### config.mk
export PLATFORM = sky130hd
export DESIGN_NAME = vga_window_addr_gen
export DESIGN_NICKNAME = d
export VERILOG_FILES = /design/src/rtl/vga_window_addr_gen.sv
export SDC_FILE = /design/constraint.sdc
export NUM_CORES = 1
export LEC_CHECK = 0
export ABC_CLOCK_PERIOD_IN_PS = 12300
export CAP_MARGIN = 20
export CORE_MARGIN = 1
export CORE_UTILIZATION = 35
export CTS_CLUSTER_DIAMETER = 120
export CTS_CLUSTER_SIZE = 28
export DETAILED_ROUTE_END_ITERATION = 10
export PLACE_DENSITY = 0.52
export SLEW_MARGIN = 40
export SYNTH_ARGS = -nofsm -noshare
export SYNTH_HDL_FRONTEND = slang
export SYNTH_SLANG_ARGS = --single-unit
### constraint.sdc
create_clock -name clk -period 12.3 [get_ports clk]
set_clock_uncertainty 0.05 [all_clocks]
set_input_delay 1.23 -clock clk [delete_from_list [all_inputs] [get_ports clk]]
set_output_delay 1.23 -clock clk [all_outputs]
set_load 0.01 [all_outputs]
### src/rtl/vga_window_addr_gen.sv
`timescale 1ns/1ps
`default_nettype none
// ============================================================================
// Module   : vga_window_addr_gen
// Purpose  : Centred, zoomable framebuffer window addressing for vga_driver.
//            Optional 1-pixel border ring enabled by macro WIN_BORDER_EN.
// Revision : 1.0 - initial release
// ============================================================================
module vga_window_addr_gen #(
  parameter int              H_ACTIVE     = 640,
  parameter int              V_ACTIVE     = 480,
  parameter int              IMG_W        = 160,
  parameter int              IMG_H        = 120,
  parameter int              MAX_SHIFT    = 2,
  parameter int              ADDR_W       = 19,
  parameter int              PIX_W        = 8,
  parameter int              RD_LAT       = 1,
  parameter logic [PIX_W-1:0] BORDER_COLOR = 8'hFF
) (
  input  logic              clk,
  input  logic              reset,
  input  logic              px_valid,
  input  logic [9:0]        next_x,
  input  logic [9:0]        next_y,
  input  logic              mode_valid,
  input  logic              mode_zoom_in,
  input  logic [1:0]        mode_shift,
  output logic              mode_ack,
  output logic              mode_err,
  input  logic              copy_done,
  output logic              rd_en,
  output logic [ADDR_W-1:0] rd_addr,
  input  logic [PIX_W-1:0]  ram_q,
  output logic [PIX_W-1:0]  color_out,
  output logic              color_valid,
  output logic              in_window,
  output logic              frame_start,
  output logic [9:0]        win_w,
  output logic [9:0]        win_h
);

  localparam logic [9:0] DEF_W  = 10'(IMG_W * 2);
  localparam logic [9:0] DEF_H  = 10'(IMG_H * 2);
  localparam logic [9:0] DEF_XO = 10'((H_ACTIVE - IMG_W * 2) / 2);
  localparam logic [9:0] DEF_YO = 10'((V_ACTIVE - IMG_H * 2) / 2);

  logic [9:0]        win_w_q, win_h_q, x_off_q, y_off_q;
  logic              pend_q;
  logic [9:0]        pend_w_q, pend_h_q, pend_xo_q, pend_yo_q;
  logic              mode_ack_q, mode_err_q;
  logic [ADDR_W-1:0] row_base_q, last_addr_q;
  logic              rd_en_q, s1_val_q, s1_win_q, frame_start_q;
  logic [ADDR_W-1:0] rd_addr_q;
  logic [RD_LAT-1:0] s2_val_q, s2_win_q, s2_rd_q;

  // Request geometry is evaluated wide so oversize requests cannot alias.
  logic [15:0] w_req_w, w_req_h;
  logic [9:0]  w_req_xo, w_req_yo;
  logic        w_req_bad;

  always_comb begin
    if (mode_zoom_in) begin
      w_req_w = 16'(IMG_W) << mode_shift;
      w_req_h = 16'(IMG_H) << mode_shift;
    end else begin
      w_req_w = 16'(IMG_W) >> mode_shift;
      w_req_h = 16'(IMG_H) >> mode_shift;
    end
    w_req_bad = (int'(mode_shift) > MAX_SHIFT) || (w_req_w > 16'(H_ACTIVE)) ||
                (w_req_h > 16'(V_ACTIVE)) || (w_req_w == 16'd0);
    w_req_xo  = 10'((16'(H_ACTIVE) - w_req_w) >> 1);
    w_req_yo  = 10'((16'(V_ACTIVE) - w_req_h) >> 1);
  end

  logic        w_sof, w_load, w_capture;
  logic [10:0] w_x, w_y, w_xo, w_yo, w_w, w_h;
  logic        w_hit, w_row_first, w_row_last;
  logic [ADDR_W-1:0] w_row_base, w_addr;
  logic        rd_en_d;
  logic [ADDR_W-1:0] rd_addr_d;

  assign w_sof     = px_valid && (next_x == 10'd0) && (next_y == 10'd0);
  assign w_load    = w_sof && pend_q;
  // mode_ack_q high means the requester's mode_valid is stale this cycle.
  assign w_capture = mode_valid && !pend_q && !mode_ack_q;

  // A mode switching in at (0,0) already governs that pixel.
  assign w_x  = {1'b0, next_x};
  assign w_y  = {1'b0, next_y};
  assign w_xo = {1'b0, w_load ? pend_xo_q : x_off_q};
  assign w_yo = {1'b0, w_load ? pend_yo_q : y_off_q};
  assign w_w  = {1'b0, w_load ? pend_w_q  : win_w_q};
  assign w_h  = {1'b0, w_load ? pend_h_q  : win_h_q};

  assign w_hit       = (w_x >= w_xo) && (w_x < w_xo + w_w) &&
                       (w_y >= w_yo) && (w_y < w_yo + w_h);
  assign w_row_first = (w_x == w_xo);
  assign w_row_last  = (w_x == w_xo + w_w - 11'd1);
  assign w_row_base  = w_sof ? '0 : row_base_q;
  assign w_addr      = w_row_first ? w_row_base : last_addr_q + ADDR_W'(1);

  assign rd_en_d   = px_valid && w_hit && copy_done;
  assign rd_addr_d = rd_en_d ? w_addr : '0;

  always_ff @(posedge clk) begin
    if (reset) begin
      win_w_q    <= DEF_W;
      win_h_q    <= DEF_H;
      x_off_q    <= DEF_XO;
      y_off_q    <= DEF_YO;
      pend_q     <= 1'b0;
      pend_w_q   <= '0;
      pend_h_q   <= '0;
      pend_xo_q  <= '0;
      pend_yo_q  <= '0;
      mode_ack_q <= 1'b0;
      mode_err_q <= 1'b0;
    end else begin
      mode_ack_q <= 1'b0;
      mode_err_q <= 1'b0;
      if (w_load) begin
        win_w_q    <= pend_w_q;
        win_h_q    <= pend_h_q;
        x_off_q    <= pend_xo_q;
        y_off_q    <= pend_yo_q;
        pend_q     <= 1'b0;
        mode_ack_q <= 1'b1;
      end
      if (w_capture) begin
        if (w_req_bad) begin
          mode_ack_q <= 1'b1;
          mode_err_q <= 1'b1;
        end else begin
          pend_q    <= 1'b1;
          pend_w_q  <= w_req_w[9:0];
          pend_h_q  <= w_req_h[9:0];
          pend_xo_q <= w_req_xo;
          pend_yo_q <= w_req_yo;
        end
      end
    end
  end

  // Counting continues while copy_done is low so later rows stay aligned.
  always_ff @(posedge clk) begin
    if (reset) begin
      row_base_q  <= '0;
      last_addr_q <= '0;
    end else if (px_valid) begin
      if (w_sof) begin
        row_base_q  <= '0;
        last_addr_q <= '0;
      end
      if (w_hit) begin
        last_addr_q <= w_addr;
        if (w_row_last) row_base_q <= w_row_base + ADDR_W'(w_w);
      end
    end
  end

  always_ff @(posedge clk) begin
    if (!reset && px_valid && w_hit && !w_row_first)
      assert (last_addr_q != {ADDR_W{1'b1}});
  end

  always_ff @(posedge clk) begin
    if (reset) begin
      rd_en_q       <= 1'b0;
      rd_addr_q     <= '0;
      s1_val_q      <= 1'b0;
      s1_win_q      <= 1'b0;
      frame_start_q <= 1'b0;
      s2_val_q      <= '0;
      s2_win_q      <= '0;
      s2_rd_q       <= '0;
    end else begin
      rd_en_q       <= rd_en_d;
      rd_addr_q     <= rd_addr_d;
      s1_val_q      <= px_valid;
      s1_win_q      <= px_valid && w_hit;
      frame_start_q <= w_sof;
      s2_val_q[0]   <= s1_val_q;
      s2_win_q[0]   <= s1_win_q;
      s2_rd_q[0]    <= rd_en_q;
      for (int i = 1; i < RD_LAT; i++) begin
        s2_val_q[i] <= s2_val_q[i-1];
        s2_win_q[i] <= s2_win_q[i-1];
        s2_rd_q[i]  <= s2_rd_q[i-1];
      end
    end
  end

`ifdef WIN_BORDER_EN
  // Off-screen ring positions never match a raster coordinate, so no clipping logic.
  logic              w_border;
  logic              s1_bord_q;
  logic [RD_LAT-1:0] s2_bord_q;

  always_comb begin
    w_border = !w_hit &&
      ((((w_x + 11'd1 == w_xo) || (w_x == w_xo + w_w)) &&
        (w_y + 11'd1 >= w_yo) && (w_y <= w_yo + w_h)) ||
       (((w_y + 11'd1 == w_yo) || (w_y == w_yo + w_h)) &&
        (w_x + 11'd1 >= w_xo) && (w_x <= w_xo + w_w)));
  end

  always_ff @(posedge clk) begin
    if (reset) begin
      s1_bord_q <= 1'b0;
      s2_bord_q <= '0;
    end else begin
      s1_bord_q    <= px_valid && w_border;
      s2_bord_q[0] <= s1_bord_q;
      for (int i = 1; i < RD_LAT; i++) s2_bord_q[i] <= s2_bord_q[i-1];
    end
  end

  assign color_out = s2_rd_q[RD_LAT-1]   ? ram_q :
                     s2_bord_q[RD_LAT-1] ? BORDER_COLOR : '0;
`else
  logic w_unused_border;
  assign w_unused_border = ^BORDER_COLOR;
  assign color_out = s2_rd_q[RD_LAT-1] ? ram_q : '0;
`endif

  assign mode_ack    = mode_ack_q;
  assign mode_err    = mode_err_q;
  assign rd_en       = rd_en_q;
  assign rd_addr     = rd_addr_q;
  assign color_valid = s2_val_q[RD_LAT-1];
  assign in_window   = s2_win_q[RD_LAT-1];
  assign frame_start = frame_start_q;
  assign win_w       = win_w_q;
  assign win_h       = win_h_q;

endmodule
`default_nettype wire

==> results of run 1 <==
[Yosys cell counts (all sizes together), types with 12 or more instances]
library cell / number / area, µm²
dfxtp: 141 / 2820
nand2: 125 / 469
a21oi: 98 / 490
nor2: 88 / 330
inv: 67 / 251
ha: 66 / 826
nand3: 63 / 320
clkbuf: 43 / 161
o21ai: 36 / 180
nor3: 26 / 140
xnor2: 26 / 228
mux2i: 24 / 240
and3: 21 / 131
xor2: 17 / 156
a21o: 14 / 105
a31oi: 14 / 93.8
and2: 13 / 81.3
or2: 13 / 81.3
nand4: 12 / 81.3
or3: 12 / 75.1
[logic make-up (layout without fill, tap and decap cells)]
| group | count (synthesis) | in the layout |
|---|---|---|
| buf+inv | 116 | 195 |
| simple gates | 418 | 418 |
| xor+xnor | 45 | 45 |
| fa+ha+maj | 72 | 72 |
| mux | 27 | 27 |
| flops | 141 | 141 |
| compound gates | 243 | 243 |
[power by group through the flow]
stage | clock (mW) | combinational [mW] | sequential, mW
after detailed placement | 0 | 0.0707 | 0.478
after global routing | 0.557 | 0.0792 | 0.468
after CTS | 0.536 | 0.0711 | 0.468
after floorplan | 0 | 0.0411 | 0.476
after global placement | 0 | 0.0707 | 0.478
final | 0.526 | 0.0713 | 0.468
[flip-flops by register name, summed over array words and instances (netlist names)]
register	count
frame_start	1
in_window	1
row_base_q	19
pend_w_q	8
rd_en	1
rd_addr	19
pend_h_q	9
y_off_q	10
pend_yo_q	10
win_h	10
mode_err	1
last_addr_q	19
s1_val_q	1
color_valid	1
win_w	10
pend_q	1
pend_xo_q	7
mode_ack	1
s2_rd_q	1
s1_win_q	1
x_off_q	10
[cell type report]
cell class / instances / area [µm²]
clock inverter: 13 / 150
sequential: 141 / 2820
fill: 2462 / 13400
inverter: 67 / 251
tap: 319 / 399
clock buffer: 19 / 453
multi-input combinational: 805 / 5290
timing repair buffer: 96 / 938
[final timing paths]
kind                            slack, ps  depth (start not counted)          end       from
worst min register to register        380                          1  color_valid   s1_val_q
worst max register to register       5900                         29   rd_addr[7]     pend_q
worst min-delay path                  380                          1  color_valid   s1_val_q
worst max-delay path                 4380                         31   rd_addr[7]  next_x[6]
[critical path, delay by kind of cell]
family | cells | cell delay [ps]
simple gates | 12 | 2560
compound gates | 11 | 2270
buf+inv | 4 | 1100
fa+ha+maj | 2 | 490
mux | 1 | 420
xor+xnor | 1 | 90
[routing by layer]
layer / share of wire / routed length (µm)
met4: 0.020 / 505
met2: 0.46 / 11400
met1: 0.48 / 11800
met3: 0.042 / 1030
met5: 0 / 0
[stage by stage]
step	hold slack (ps)	instances	utilization	setup WS [ps]	power [mW]
final	385	1460	0.435	4380	1.06
after global routing	411	1460	0.435	3560	1.10
after floorplan	364	1062	-	5830	0.517
after CTS	388	1460	0.435	4340	1.07
after detailed placement	373	1428	0.409	3930	0.549
after global placement	376	1428	0.409	4030	0.549
==> impl_metrics.json, run 1 <==
{
  "slowest_stage": "nor4_2",
  "clockBufferDepth": 2,
  "layout_common_cells": "141 x dfxtp_1, 123 x nand2_1, 98 x a21oi_1",
  "syn2layout_area_growth_pct": 20.6,
  "finalHoldViolCount": 0,
  "place_area_um2": 9690,
  "fin_tns_setup_ps": 0,
  "busiest_layer": "met2",
  "initial_core_util": 0.361,
  "min_path_type": "reg2reg",
  "slowest_delay_ps": 620,
  "tightest_slew_ps": 762,
  "overflow": 0,
  "postSynthAreaPerCell_um2": 8.05,
  "route.detailed.wl_per_inst_um": 17.0,
  "grtUsageTotal": 0.205,
  "power_density_nw_per_um2": 103,
  "io_pins": 89,
  "viasPerCell": 5.31,
  "netlist-cell-type-count": 80,
  "cp.arrival_ps": 8180,
  "cts_resized": 0,
  "pwr-share-comb": 0.067,
  "synthArstFlopShare": 0,
  "chipWidth_um": 158,
  "ctsHoldBuffers": 0,
  "layout_commonest_cell": "dfxtp_1",
  "syn_area_um2": 8550,
  "diodes": 0,
  "crit_path_max_fanout": 39,
  "rows": 56,
  "synth_top_family_by_area": "simple AND/OR/NAND/NOR gates",
  "cts_sinks": 141,
  "place.gp.congestion": 0.878,
  "grt_util_met3": 0.0414,
  "grt_pass1_wl_um": 39200,
  "drc": 0,
  "first_pass_iters": 5,
  "finalInstanceArea_um2": 10300,
  "synth_seq_cells": 141,
  "use_met1": 0.274,
  "synthMuxAreaShare": 0.0325,
  "p_sw_mw": 0.259,
  "wirelength_um": 24800,
  "status": "complete, no violations",
  "synthFlopType": "dfxtp_1",
  "synth-edff-count": 0,
  "cap_violations": 0,
  "synth-simple-area-share": 0.244,
  "swShare": 0.243,
  "max_slew_margin": 0.492,
  "fmax_mhz": 126,
  "cts_setup_buffers": 0,
  "coreArea_um2": 23700,
  "root_buffer": "clkbuf_16",
  "via_count": 7750,
  "timing.final.crit_share": 0.644,
  "yosys_warnings": 0,
  "synthAdderAreaFrac": 0.107,
  "drtAntennaViolNets": 0,
  "worstSetupEndpointType": "flop",
  "drt-initial-drc-count": 515,
  "htree_levels": 4,
  "clkTransAtPathRegs_ps": 60,
  "synth_xor_area_frac": 0.0502,
  "numCtsBuffers": 17,
  "synth_nets": 1167,
  "grt_pass1_vias": 7147,
  "met2_usage": 0.330,
  "cts_tree": "built",
  "synth_compound_area_frac": 0.183,
  "die-area_um2": 25000,
  "irDropWorstVdd_uv": 78.9,
  "netlist_instances": 1062,
  "dpl.hpwl_um": 18800,
  "critPathKind": "in2reg",
  "leakagePower_nw": 4.44,
  "cp.required_ps": 12560,
  "portBuffers": 88,
  "power.share.clock": 0.494,
  "fin_nets": 1233,
  "slew_viol_final": 0,
  "grt_start_max_net_pins": 69,
  "startpoint_type": "input port",
  "die_height_um": 158,
  "drive_above_1_share": 0.0666,
  "clk_latency_ps": 420,
  "p_int_mw": 0.806,
  "min_period_ps": 7920,
  "synth_seq_area_share": 0.330,
  "setup_violations": 0,
  "antenna_found_initial": 0,
  "p_seq_frac": 0.439,
  "grt_setup_unrepaired": "false"
}
Power figures use the tool's default switching activity.
==> run 2, diff against run 1 <==
--- a/config.mk
+++ b/config.mk
@@ -5,7 +5,7 @@
 export SDC_FILE = /design/constraint.sdc
 export NUM_CORES = 1
 export LEC_CHECK = 0
-export ABC_CLOCK_PERIOD_IN_PS = 12300
+export ABC_CLOCK_PERIOD_IN_PS = 7900
 export CAP_MARGIN = 20
 export CORE_MARGIN = 1
 export CORE_UTILIZATION = 35
==> constraint.sdc (replaced) <==
create_clock -name clk -period 7.9 [get_ports clk]
set_clock_uncertainty 0.05 [all_clocks]
set_input_delay 0.79 -clock clk [delete_from_list [all_inputs] [get_ports clk]]
set_output_delay 0.79 -clock clk [all_outputs]
set_load 0.01 [all_outputs]
==> impl_metrics.json, run 2 (synthesis gave the netlist of run 1 again) <==
{
  "irDropWorstVdd_uv": 120,
  "layout_commonest_cell": "dfxtp_1",
  "clockBufferDepth": 2,
  "portBuffers": 88,
  "startpoint_type": "input port",
  "fin_tns_setup_ps": 0,
  "tightest_slew_ps": 828,
  "grtUsageTotal": 0.207,
  "slowest_delay_ps": 570,
  "die-area_um2": 25000,
  "cts_setup_buffers": 0,
  "cts_resized": 0,
  "via_count": 7657,
  "diodes": 0,
  "place.gp.congestion": 0.874,
  "io_pins": 89,
  "initial_core_util": 0.361,
  "grt_start_max_net_pins": 83,
  "min_period_ps": 6910,
  "critPathKind": "in2reg",
  "grt_pass1_wl_um": 39300,
  "utilization": 0.439,
  "drive_above_1_share": 0.0762,
  "overflow": 0,
  "layout_common_cells": "141 x dfxtp_1, 123 x nand2_1, 98 x a21oi_1",
  "ctsHoldBuffers": 0,
  "chipWidth_um": 158,
  "fin_ws_ps": 989,
  "min_path_type": "reg2reg",
  "total_power_mw": 1.66,
  "max_slew_margin": 0.447,
  "place_ws_ps": 559,
  "setup_violations": 0,
  "drtAntennaViolNets": 0,
  "clk_latency_ps": 430,
  "root_buffer": "clkbuf_16",
  "power.share.clock": 0.495,
  "p_int_mw": 1.25,
  "dpl.hpwl_um": 19000,
  "finalHoldViolCount": 0,
  "grt_setup_unrepaired": "false",
  "route.detailed.wl_per_inst_um": 16.9,
  "worstPathCellList": "clkdlybuf4s50_1 > nor4_2 > and4_1 > nand2_2 > buf_4 > mux2i_1 > inv_1 > ha_1 > and3_1 > o31ai_1 > o311a_1 > nor4_1 > nor3_2 > ha_1 > o211ai_1 > o31ai_1 > maj3_1 > a31oi_1 > and4_1 > nand2_1 > mux2_1",
  "cap_violations": 0,
  "cts_sinks": 141,
  "fmax_mhz": 145,
  "final_cell_count_no_fill": 1474,
  "numCtsBuffers": 17,
  "path_delay_family": "simple AND/OR/NAND/NOR gates",
  "power_density_nw_per_um2": 160,
  "wirelength_um": 25000,
  "drt-initial-drc-count": 536,
  "cp.required_ps": 8160,
  "rrSetupSlack_ps": 1940,
  "worst-path-buf-inv": 3,
  "pwr-share-comb": 0.067,
  "cp.arrival_ps": 7170,
  "status": "complete, no violations",
  "p_sw_mw": 0.412,
  "drc": 0,
  "rows": 56,
  "first_pass_iters": 6,
  "htree_levels": 4,
  "finalInstanceArea_um2": 10400,
  "place_area_um2": 9800,
  "dp.cells": 1442,
  "coreArea_um2": 23700,
  "clkTransAtPathRegs_ps": 60,
  "syn2layout_area_growth_pct": 21.7,
  "grt_pass1_vias": 7167,
  "p_seq_frac": 0.439,
  "worstSetupEndpointType": "flop",
  "swShare": 0.248,
  "hold_ws_ps": 389,
  "timing.final.crit_share": 0.875,
  "antenna_found_initial": 0,
  "die_height_um": 158,
  "viasPerCell": 5.19,
  "crit_path_max_fanout": 13,
  "leakagePower_nw": 4.49,
  "slew_viol_final": 0,
  "slowest_stage": "and4_1",
  "cts_tree": "built",
  "fin_nets": 1247
}
run 2: changes by cell type in the layout (fill, tap and decap cells not counted), sizes merged:
cell,before,now
buf,9,23
clkinv,4,2
clkinvlp,1,3
run 2: final cells by class:
| type | instances | area [µm²] |
|---|---|---|
| Multi-Input combinational cell | 805 | 5280 |
| Inverter | 67 | 251 |
| Fill cell | 2448 | 13300 |
| Tap cell | 319 | 399 |
| Clock inverter | 13 | 154 |
| Clock buffer | 19 | 443 |
| Sequential cell | 141 | 2820 |
| Timing Repair Buffer | 110 | 1050 |
run 2: routing by layer:
layer,vias to the layer above,global-route usage,routed length [µm]
li1,3936,-,-
met1,3529,0.287,12300
met2,159,0.325,11200
met3,33,0.0362,993
met4,0,0.0595,450
met5,-,0,0
run 2: worst paths after layout:
| kind | startpoint | to | depth (start not counted) |
|---|---|---|---|
| setup / recovery | next_x[6] | row_base_q[10] | 21 |
| hold / removal | s1_val_q | color_valid | 1 |
| setup reg to reg | pend_q | row_base_q[10] | 19 |
| hold reg to reg | s1_val_q | color_valid | 1 |
run 2: power groups by stage:
stage	combinational (mW)	clock (mW)	sequential, mW
after global placement	0.110	0	0.744
final	0.110	0.821	0.728
after floorplan	0.0640	0	0.741
after CTS	0.111	0.833	0.728
after global routing	0.124	0.862	0.729
after detailed placement	0.110	0	0.744
==> run 3, diff against run 2 <==
--- a/config.mk
+++ b/config.mk
@@ -9,6 +9,7 @@
 export CAP_MARGIN = 20
 export CORE_MARGIN = 1
 export CORE_UTILIZATION = 35
+export CTS_BUF_LIST = sky130_fd_sc_hd__clkbuf_8
 export CTS_CLUSTER_DIAMETER = 120
 export CTS_CLUSTER_SIZE = 28
 export DETAILED_ROUTE_END_ITERATION = 10
==> impl_metrics.json, run 3 (synthesis gave the netlist of run 1 again) <==
{
  "root_buffer": "clkbuf_8",
  "slowest_delay_ps": 580,
  "tightest_slew_ps": 803,
  "clk_latency_ps": 460,
  "portBuffers": 88,
  "min_path_type": "reg2reg",
  "grt_pass1_vias": 7143,
  "cp.required_ps": 8200,
  "coreArea_um2": 23700,
  "overflow": 0,
  "timing.final.crit_share": 0.872,
  "initial_core_util": 0.361,
  "chipWidth_um": 158,
  "clkTransAtPathRegs_ps": 80,
  "startpoint_type": "input port",
  "total_power_mw": 1.45,
  "seq_area_um2": 2820,
  "cts_resized": 0,
  "io_pins": 89,
  "critPathLaunch": "next_x[6]",
  "route.detailed.wl_per_inst_um": 16.9,
  "setup_violations": 0,
  "antenna_found_initial": 0,
  "wirelength_um": 25000,
  "clockBufferDepth": 2,
  "critPathKind": "in2reg",
  "slew_viol_final": 0,
  "cts_sinks": 141,
  "min_period_ps": 6890,
  "multiInputGateArea_um2": 5280,
  "drive_above_1_share": 0.0762,
  "syn2layout_area_growth_pct": 19.4,
  "grt_setup_unrepaired": "false",
  "drtAntennaViolNets": 0,
  "die_height_um": 158,
  "worstSetupEndpointType": "flop",
  "die-area_um2": 25000,
  "crit_path_max_fanout": 16,
  "r2r-start": "pend_q",
  "place.gp.congestion": 0.874,
  "drt-initial-drc-count": 540,
  "drc": 0,
  "numCtsBuffers": 17,
  "finalHoldViolCount": 0,
  "fin_nets": 1247,
  "layout_common_cells": "141 x dfxtp_1, 123 x nand2_1, 98 x a21oi_1",
  "cts_setup_buffers": 0,
  "power_density_nw_per_um2": 142,
  "ctsHoldBuffers": 0,
  "first_pass_iters": 7,
  "via_count": 7682,
  "fill_cells": 2471,
  "dpl.hpwl_um": 19000,
  "grtUsageTotal": 0.206,
  "min_from": "s1_val_q",
  "slowest_stage": "and4_1",
  "grt_start_max_net_pins": 83,
  "rows": 56,
  "htree_levels": 4,
  "fmax_mhz": 145,
  "layout_commonest_cell": "dfxtp_1",
  "grt_pass1_wl_um": 39100,
  "cap_violations": 0,
  "max_slew_margin": 0.463,
  "fin_tns_setup_ps": 0,
  "cp.arrival_ps": 7190,
  "diodes": 0,
  "cts_tree": "built",
  "leakagePower_nw": 4.41,
  "irDropWorstVdd_uv": 80.9,
  "status": "complete, no violations",
  "viasPerCell": 5.21
}
## run 3: cell count changes in the layout (fill, tap and decap cells not counted)
| cell | delta |
|---|---|
| clkbuf_1 | -1 |
| clkbuf_16 | -17 |
| inv_1 | +1 |
| clkbuf_8 | +17 |
## run 3: path summary, 6_finish.rpt
kind         slack, ps  cells past startpoint             end
min reg2reg        390                      1     color_valid
max reg2reg       1920                     27  row_base_q[10]
min                390                      1     color_valid
max               1010                     29  row_base_q[10]
## run 3: metal layers
layer | routed length, µm | vias to the layer above | GRT usage | part of all wire
met5 | 0 | - | 0 | 0
met4 | 464 | 0 | 0.0678 | 0.019
met3 | 805 | 32 | 0.0283 | 0.032
met2 | 11200 | 146 | 0.323 | 0.45
met1 | 12500 | 3571 | 0.288 | 0.50
li1 | - | 3933 | - | -
## run 3: area by class of cell
class	instances	area share
clock buffer	18	0.0243
clock inverter	14	0.0154
inverter	67	0.0246
multi-input combinational	805	0.517
sequential	141	0.277
tap	319	0.0391
timing repair buffer	110	0.103
## run 3: per-stage QoR
step | cells | hold slack (ps) | util | setup WS, ps | instance area [µm²]
after floorplan | 1062 | 364 | - | 1870 | 8550
after global routing | 1474 | 415 | 0.431 | 330 | 10200
after CTS | 1474 | 399 | 0.431 | 1040 | 10200
after global placement | 1442 | 380 | 0.414 | 602 | 9800
after detailed placement | 1442 | 380 | 0.414 | 559 | 9800
final | 1474 | 394 | 0.431 | 1010 | 10200
## run 3: worst max-delay path, delay by kind of cell
family | cells | cell delay [ps]
AOI/OAI and AO/OA | 9 | 1670
xor gates and xnor gates | 1 | 90
adders and majority gates | 2 | 530
buffers and inverters | 3 | 880
muxes | 2 | 630
and+or+nand+nor | 12 | 2560
## run 3: power breakdown
group	leakage [nW]	internal, mW	total, mW	switching, mW
logic	3.07	0.0455	0.111	0.0654
clock network	0.202	0.295	0.607	0.311
registers	1.14	0.720	0.728	0.00752
total	4.41	1.06	1.45	0.384
